`config.mk`:
```
export PLATFORM = sky130hd
export DESIGN_NAME = fx3_tx_bridge
export DESIGN_NICKNAME = d
export VERILOG_FILES = /design/src/rtl/fx3_tx_bridge.sv
export SDC_FILE = /design/constraint.sdc
export NUM_CORES = 1
export LEC_CHECK = 0
export BUFFER_PORTS_ARGS = -buffer_cell sky130_fd_sc_hd__clkbuf_2
export CORE_MARGIN = 10
export CORE_UTILIZATION = 40
export DETAILED_ROUTE_END_ITERATION = 12
export SLEW_MARGIN = 20
export SYNTH_ARGS = -nofsm -noshare
export SYNTH_HDL_FRONTEND = slang
export SYNTH_SLANG_ARGS = --single-unit
```
`constraint.sdc`:
```
create_clock -name clk -period 2.9 [get_ports clk]
set_input_delay 0.29 -clock clk [delete_from_list [all_inputs] [get_ports clk]]
set_output_delay 0.29 -clock clk [all_outputs]
set_load 0.01 [all_outputs]
```
`src/rtl/fx3_tx_bridge.sv`:
```
// Vector buffer and FX3 slave-FIFO write bridge: queues 23-bit vectors from the
// vector generator and streams them to the FX3 as sequence-tagged 32-bit words.
module fx3_tx_bridge #(
    parameter int DEPTH = 8
) (
    input  logic        clk,
    input  logic        arst,
    input  logic        ena,
    input  logic        intr,
    input  logic [22:0] data_in,
    output logic        ack,
    input  logic        flush,
    input  logic        fx3_full_n,
    output logic        fx3_slwr_n,
    output logic        fx3_pktend_n,
    output logic [31:0] fx3_data,
    output logic [4:0]  level
);

    // state     | meaning
    // ----------+-------------------------------------------------------
    // IDLE      | nothing to send, or FX3 full before a burst started
    // WRITE     | one buffered word per cycle onto the FX3 bus
    // WAIT_FULL | FX3 reported full mid-burst, strobe held off
    // PKTEND    | single-cycle packet-end strobe for a pending flush
    localparam logic [1:0] S_IDLE      = 2'd0;
    localparam logic [1:0] S_WRITE     = 2'd1;
    localparam logic [1:0] S_WAIT_FULL = 2'd2;
    localparam logic [1:0] S_PKTEND    = 2'd3;

    localparam int         AW      = $clog2(DEPTH);
    localparam logic [4:0] DEPTH_L = 5'(DEPTH);

    logic [1:0]    state;
    logic [1:0]    state_nxt;
    logic [AW-1:0] wr_ptr;
    logic [AW-1:0] rd_ptr;
    logic [22:0]   mem [DEPTH];
    logic [7:0]    seq;
    logic          flush_pend;
    logic          pkt_dirty;

    logic          buf_empty;
    logic          accept;
    logic          pop;
    logic          flush_ok;
    logic          flush_drop;
    logic          start_pkt;
    logic          flush_clr;

    always_comb begin
        buf_empty  = (level == 5'd0);
        accept     = intr & ena & ~ack & (level < DEPTH_L);
        pop        = ena & fx3_full_n & ~buf_empty & (state == S_WRITE);
        // A flush only means something once everything queued has gone out
        // and there is at least one word in the current packet.
        flush_ok   = flush_pend & buf_empty & pkt_dirty & fx3_full_n;
        flush_drop = flush_pend & buf_empty & ~(pkt_dirty & fx3_full_n);
    end

    always_comb begin
        state_nxt = state;
        start_pkt = 1'b0;
        flush_clr = 1'b0;
        if (!ena) begin
            state_nxt = S_IDLE;
        end else begin
            case (state)
                S_IDLE: begin
                    if (!buf_empty && fx3_full_n) begin
                        state_nxt = S_WRITE;
                    end else if (flush_ok) begin
                        state_nxt = S_PKTEND;
                        start_pkt = 1'b1;
                    end else begin
                        flush_clr = flush_drop;
                    end
                end
                S_WRITE: begin
                    if (!fx3_full_n) begin
                        state_nxt = S_WAIT_FULL;
                    end else if (buf_empty) begin
                        if (flush_ok) begin
                            state_nxt = S_PKTEND;
                            start_pkt = 1'b1;
                        end else begin
                            state_nxt = S_IDLE;
                            flush_clr = flush_drop;
                        end
                    end
                end
                S_WAIT_FULL: begin
                    if (fx3_full_n) begin
                        state_nxt = buf_empty ? S_IDLE : S_WRITE;
                    end
                end
                S_PKTEND: begin
                    state_nxt = S_IDLE;
                end
                default: begin
                    state_nxt = S_IDLE;
                end
            endcase
        end
    end

    always_ff @(posedge clk or negedge arst) begin
        if (!arst) begin
            state        <= S_IDLE;
            ack          <= 1'b0;
            fx3_slwr_n   <= 1'b1;
            fx3_pktend_n <= 1'b1;
            fx3_data     <= 32'd0;
            level        <= 5'd0;
            seq          <= 8'd0;
            flush_pend   <= 1'b0;
            pkt_dirty    <= 1'b0;
            wr_ptr       <= '0;
            rd_ptr       <= '0;
        end else begin
            state        <= state_nxt;
            ack          <= accept;
            level        <= level + 5'(accept) - 5'(pop);
            fx3_slwr_n   <= ~pop;
            fx3_pktend_n <= ~start_pkt;
            if (accept) begin
                wr_ptr <= wr_ptr + AW'(1);
            end
            if (pop) begin
                rd_ptr    <= rd_ptr + AW'(1);
                fx3_data  <= {seq, 1'b0, mem[rd_ptr]};
                seq       <= seq + 8'd1;
                pkt_dirty <= 1'b1;
            end else if (start_pkt) begin
                pkt_dirty <= 1'b0;
            end
            // A new flush request wins over clearing the old one.
            flush_pend <= flush | (flush_pend & ~start_pkt & ~flush_clr);
        end
    end

    // Payload storage needs no reset; level and the pointers define validity.
    always_ff @(posedge clk) begin
        if (accept) begin
            mem[wr_ptr] <= data_in;
        end
    end

endmodule

```
==> summary.md <==
| Metric | Value |
|---|---|
| Status | `complete, no violations` |
| Worst skew pair latency | `0.52 ns` |
| Horiz. Die Dim | `174 um` |
| Worst Reg-to-Reg Cells | `11` |
| Endpoints failing setup | `0` |
| Min Tclk post-route | `2.40 ns` |
| Slew Limit Fails | `0` |
| Core Box Area | `23500 um^2` |
| Reg2reg end | `level[4]$_DFF_PN0_` |
| Yosys reg bits | `241` |
| Via count | `4501` |
| Synth area leaders | `edfxtp_1 58%, dfrtp_1 14%, mux4_1 7.4%, mux2_2 4.7%, mux4_2 4.5%` |
| Final TNS setup | `0 ns` |
| VDD IR max | `554 uV` |
| Hold-critical path depth | `1` |
| Crit path launch type | `register` |
| Pleak | `4.12 nW` |
| Met1 GRT Util | `0.164` |
| Num rows | `56` |
| CTS tree | `built` |
| CTS clk-pin slew, worst paths | `0.06 ns` |
| Total grt overflow | `0` |
| Clock sinks | `241` |
| Initial antenna violation count | `0` |
| Setup slack, reg-to-reg | `0.50 ns` |
| Nets | `589` |
| Final Skew | `0.0151 ns` |
| Syn avg cell area | `21.2 um^2` |
| Synth Cell Area | `9520 um^2` |
| Synth area leader | `edfxtp_1` |
| Vias in the first global route | `4849` |
| Yosys top cell area share | `0.580` |
| Pin count of the biggest net entering global routing | `58` |
| Total Die Area | `30400 um^2` |
| PwrDens | `873 nW/um^2` |
| ANT nets after route | `0` |
| Initial Utilization | `0.406` |
| Worst path arrival time | `2.79 ns` |
| CP Capture Point | `level[4]$_DFF_PN0_` |
| Die H | `174 um` |
| Achievable frequency | `417 MHz` |
| Mapped Cells | `450` |
| CTS H-Tree Depth | `1` |
| Num CTS Buffers | `24` |
| First-pass GRT wire length | `29.1 mm` |
| Wire length per cell | `20.9 um` |
| Hold Path Class | `in2reg` |
| RSZ-0062 raised after global routing | `no` |
| Placed insts | `840` |
| IO Pins | `69` |
| Number of DRC markers in iteration 0 | `246` |
| Worst setup EP type | `register` |
| Total Power | `9.73 mW` |
| Longest Clk Path Bufs | `3` |
| Netlist cell types | `40` |
| FF-to-FF Start | `level[3]$_DFF_PN0_` |
| DP HPWL | `11.3 mm` |
| Proportion of layout cells with a drive suffix above 1 | `0.372` |
| Max-cap violations | `0` |
| Post-Syn Nets | `490` |
| GR peak layer | `met2` |
| Final Non-Filler Cells | `886` |
| Final Hold Vio Count | `0` |
| Rel. slew slack | `0.430` |
| ANT cells | `0` |
| CP Class | `reg2reg` |
| Crit share post-route | `0.827` |
| Met3 Use GR | `0.0258` |
| CTS Root Cell | `clkbuf_16` |
| Yosys Warn Count | `0` |
| # DRC | `0` |
| Port bufs | `67` |
| Post-synth top cells | `184 x edfxtp_1, 55 x dfrtp_1, 40 x mux2_2, 27 x mux4_1, 19 x mux4_2` |
| CP startpoint | `level[3]$_DFF_PN0_` |
| Post-CTS sizing | `0` |
| Area Growth Syn to Fin | `17.0%` |
| Post-synth EDFFs | `184` |
| WL final | `18.5 mm` |
| DR vias/cell | `5.08` |
| GP Congestion | `0.751` |
| Asr flop ratio synth | `0.237` |
| Seq/Total Area, Yosys | `0.730` |
| Pin slew with the least headroom to its limit | `0.855 ns` |
| Overall global routing resource usage | `0.121` |
| Critical path fanouts, max | `3` |
| Post-synth top flop | `edfxtp_1` |
| Drt pass-1 iters | `4` |
| Req. time, crit path | `3.29 ns` |
| Most frequent cell after synthesis | `edfxtp_1` |
| GRT met2 Usage | `0.197` |
[cell type report]
type                       count  area (um^2)
fill                        1964        12300
sequential                   241         6960
multi-input combinational    182         2460
clock buffer                  33          634
timing repair buffer          91          546
tap                          319          399
clock inverter                11          114
inverter                       9         33.8
[metal layers]
layer  share of wire  vias up
li1                -     2020
met1            0.44     2355
met2            0.49      102
met3           0.053       24
met4           0.017        0
met5               0        -
[logic make-up (layout without fill, tap and decap cells)]
family / Yosys count / count (layout) / share of synthesized area
other: 1 / 1 / 0.000394
AOI/OAI and AO/OA: 11 / 11 / 0.00762
DFF: 241 / 241 / 0.730
adders and majority gates: 11 / 11 / 0.0152
muxes: 102 / 102 / 0.192
xor gates and xnor gates: 13 / 13 / 0.0120
and+or+nand+nor: 44 / 44 / 0.0273
buffers and inverters: 27 / 144 / 0.0158
[placed cells by master (no fill, tap or decap), types with 3 or more instances in the layout]
| cell type | netlist | routed |
|---|---|---|
| xor2_1 | 11 | 11 |
| nor2_2 | 0 | 6 |
| ha_1 | 10 | 10 |
| edfxtp_1 | 184 | 184 |
| mux2_4 | 15 | 15 |
| clkbuf_16 | 0 | 24 |
| clkbuf_2 | 0 | 67 |
| clkbuf_1 | 3 | 9 |
| clkinv_2 | 0 | 6 |
| nand2_1 | 13 | 13 |
| nor4_1 | 3 | 3 |
| mux4_2 | 19 | 19 |
| nand2b_1 | 4 | 4 |
| inv_1 | 9 | 9 |
| nand4_1 | 4 | 4 |
| dfrtp_1 | 55 | 53 |
| a21oi_1 | 4 | 4 |
| mux4_1 | 27 | 27 |
| buf_4 | 3 | 20 |
| mux2_2 | 40 | 40 |
[critical path: stages (launching register included)]
cell and delay [ns]:
dfrtp_1 0.38, inv_1 0.11, ha_1 0.15, nor4b_4 0.27, nor2_4 0.07, ha_1 0.28
inv_1 0.04, ha_1 0.19, fa_1 0.41, a21oi_1 0.17, o21bai_1 0.09, xnor2_1 0.13
[sequential cells by signal, summed over array words and instances, names as in the netlist, 2 cells and up]
name      cells
fx3_data     31
rd_ptr        3
state         2
seq           8
level         5
wr_ptr        3
mem         184
[worst min path at each step]
stage / from / to
6_report: data_in[14] / mem[4][14]$_DFFE_PP_
5_1_grt: data_in[1] / mem[6][1]$_DFFE_PP_
4_1_cts: data_in[14] / mem[4][14]$_DFFE_PP_
3_5_place_dp: arst / seq[0]$_DFFE_PN0P_
3_3_place_gp: arst / level[3]$_DFF_PN0_
2_1_floorplan: arst / ack$_DFF_PN0_
[metrics by stage]
stage               setup WS, ns  utilization  hold slack, ns  cell area [um^2]
floorplan                  0.290            -        -0.00559              9530
global placement           0.599        0.442           0.340             10400
detailed placement         0.510        0.442           0.343             10400
CTS                        0.480        0.475          0.0312             11100
global route               0.371        0.475          0.0429             11100
finish                     0.500        0.475          0.0497             11100
[where the power goes]
group | internal, mW | total, mW | switching [mW] | leakage, nW
combinational | 1.33 | 2.30 | 0.970 | 1.40
sequential | 4.08 | 4.50 | 0.413 | 2.36
clock | 1.71 | 2.93 | 1.22 | 0.368
[repair_timing]
action,4_1_cts,5_1_grt
endpoints found under the hold margin,56,0
setup endpoints to repair,0,0
buffers inserted,0,0
hold buffers,2,0
No activity file was read; power rests on OpenSTA's default activity.
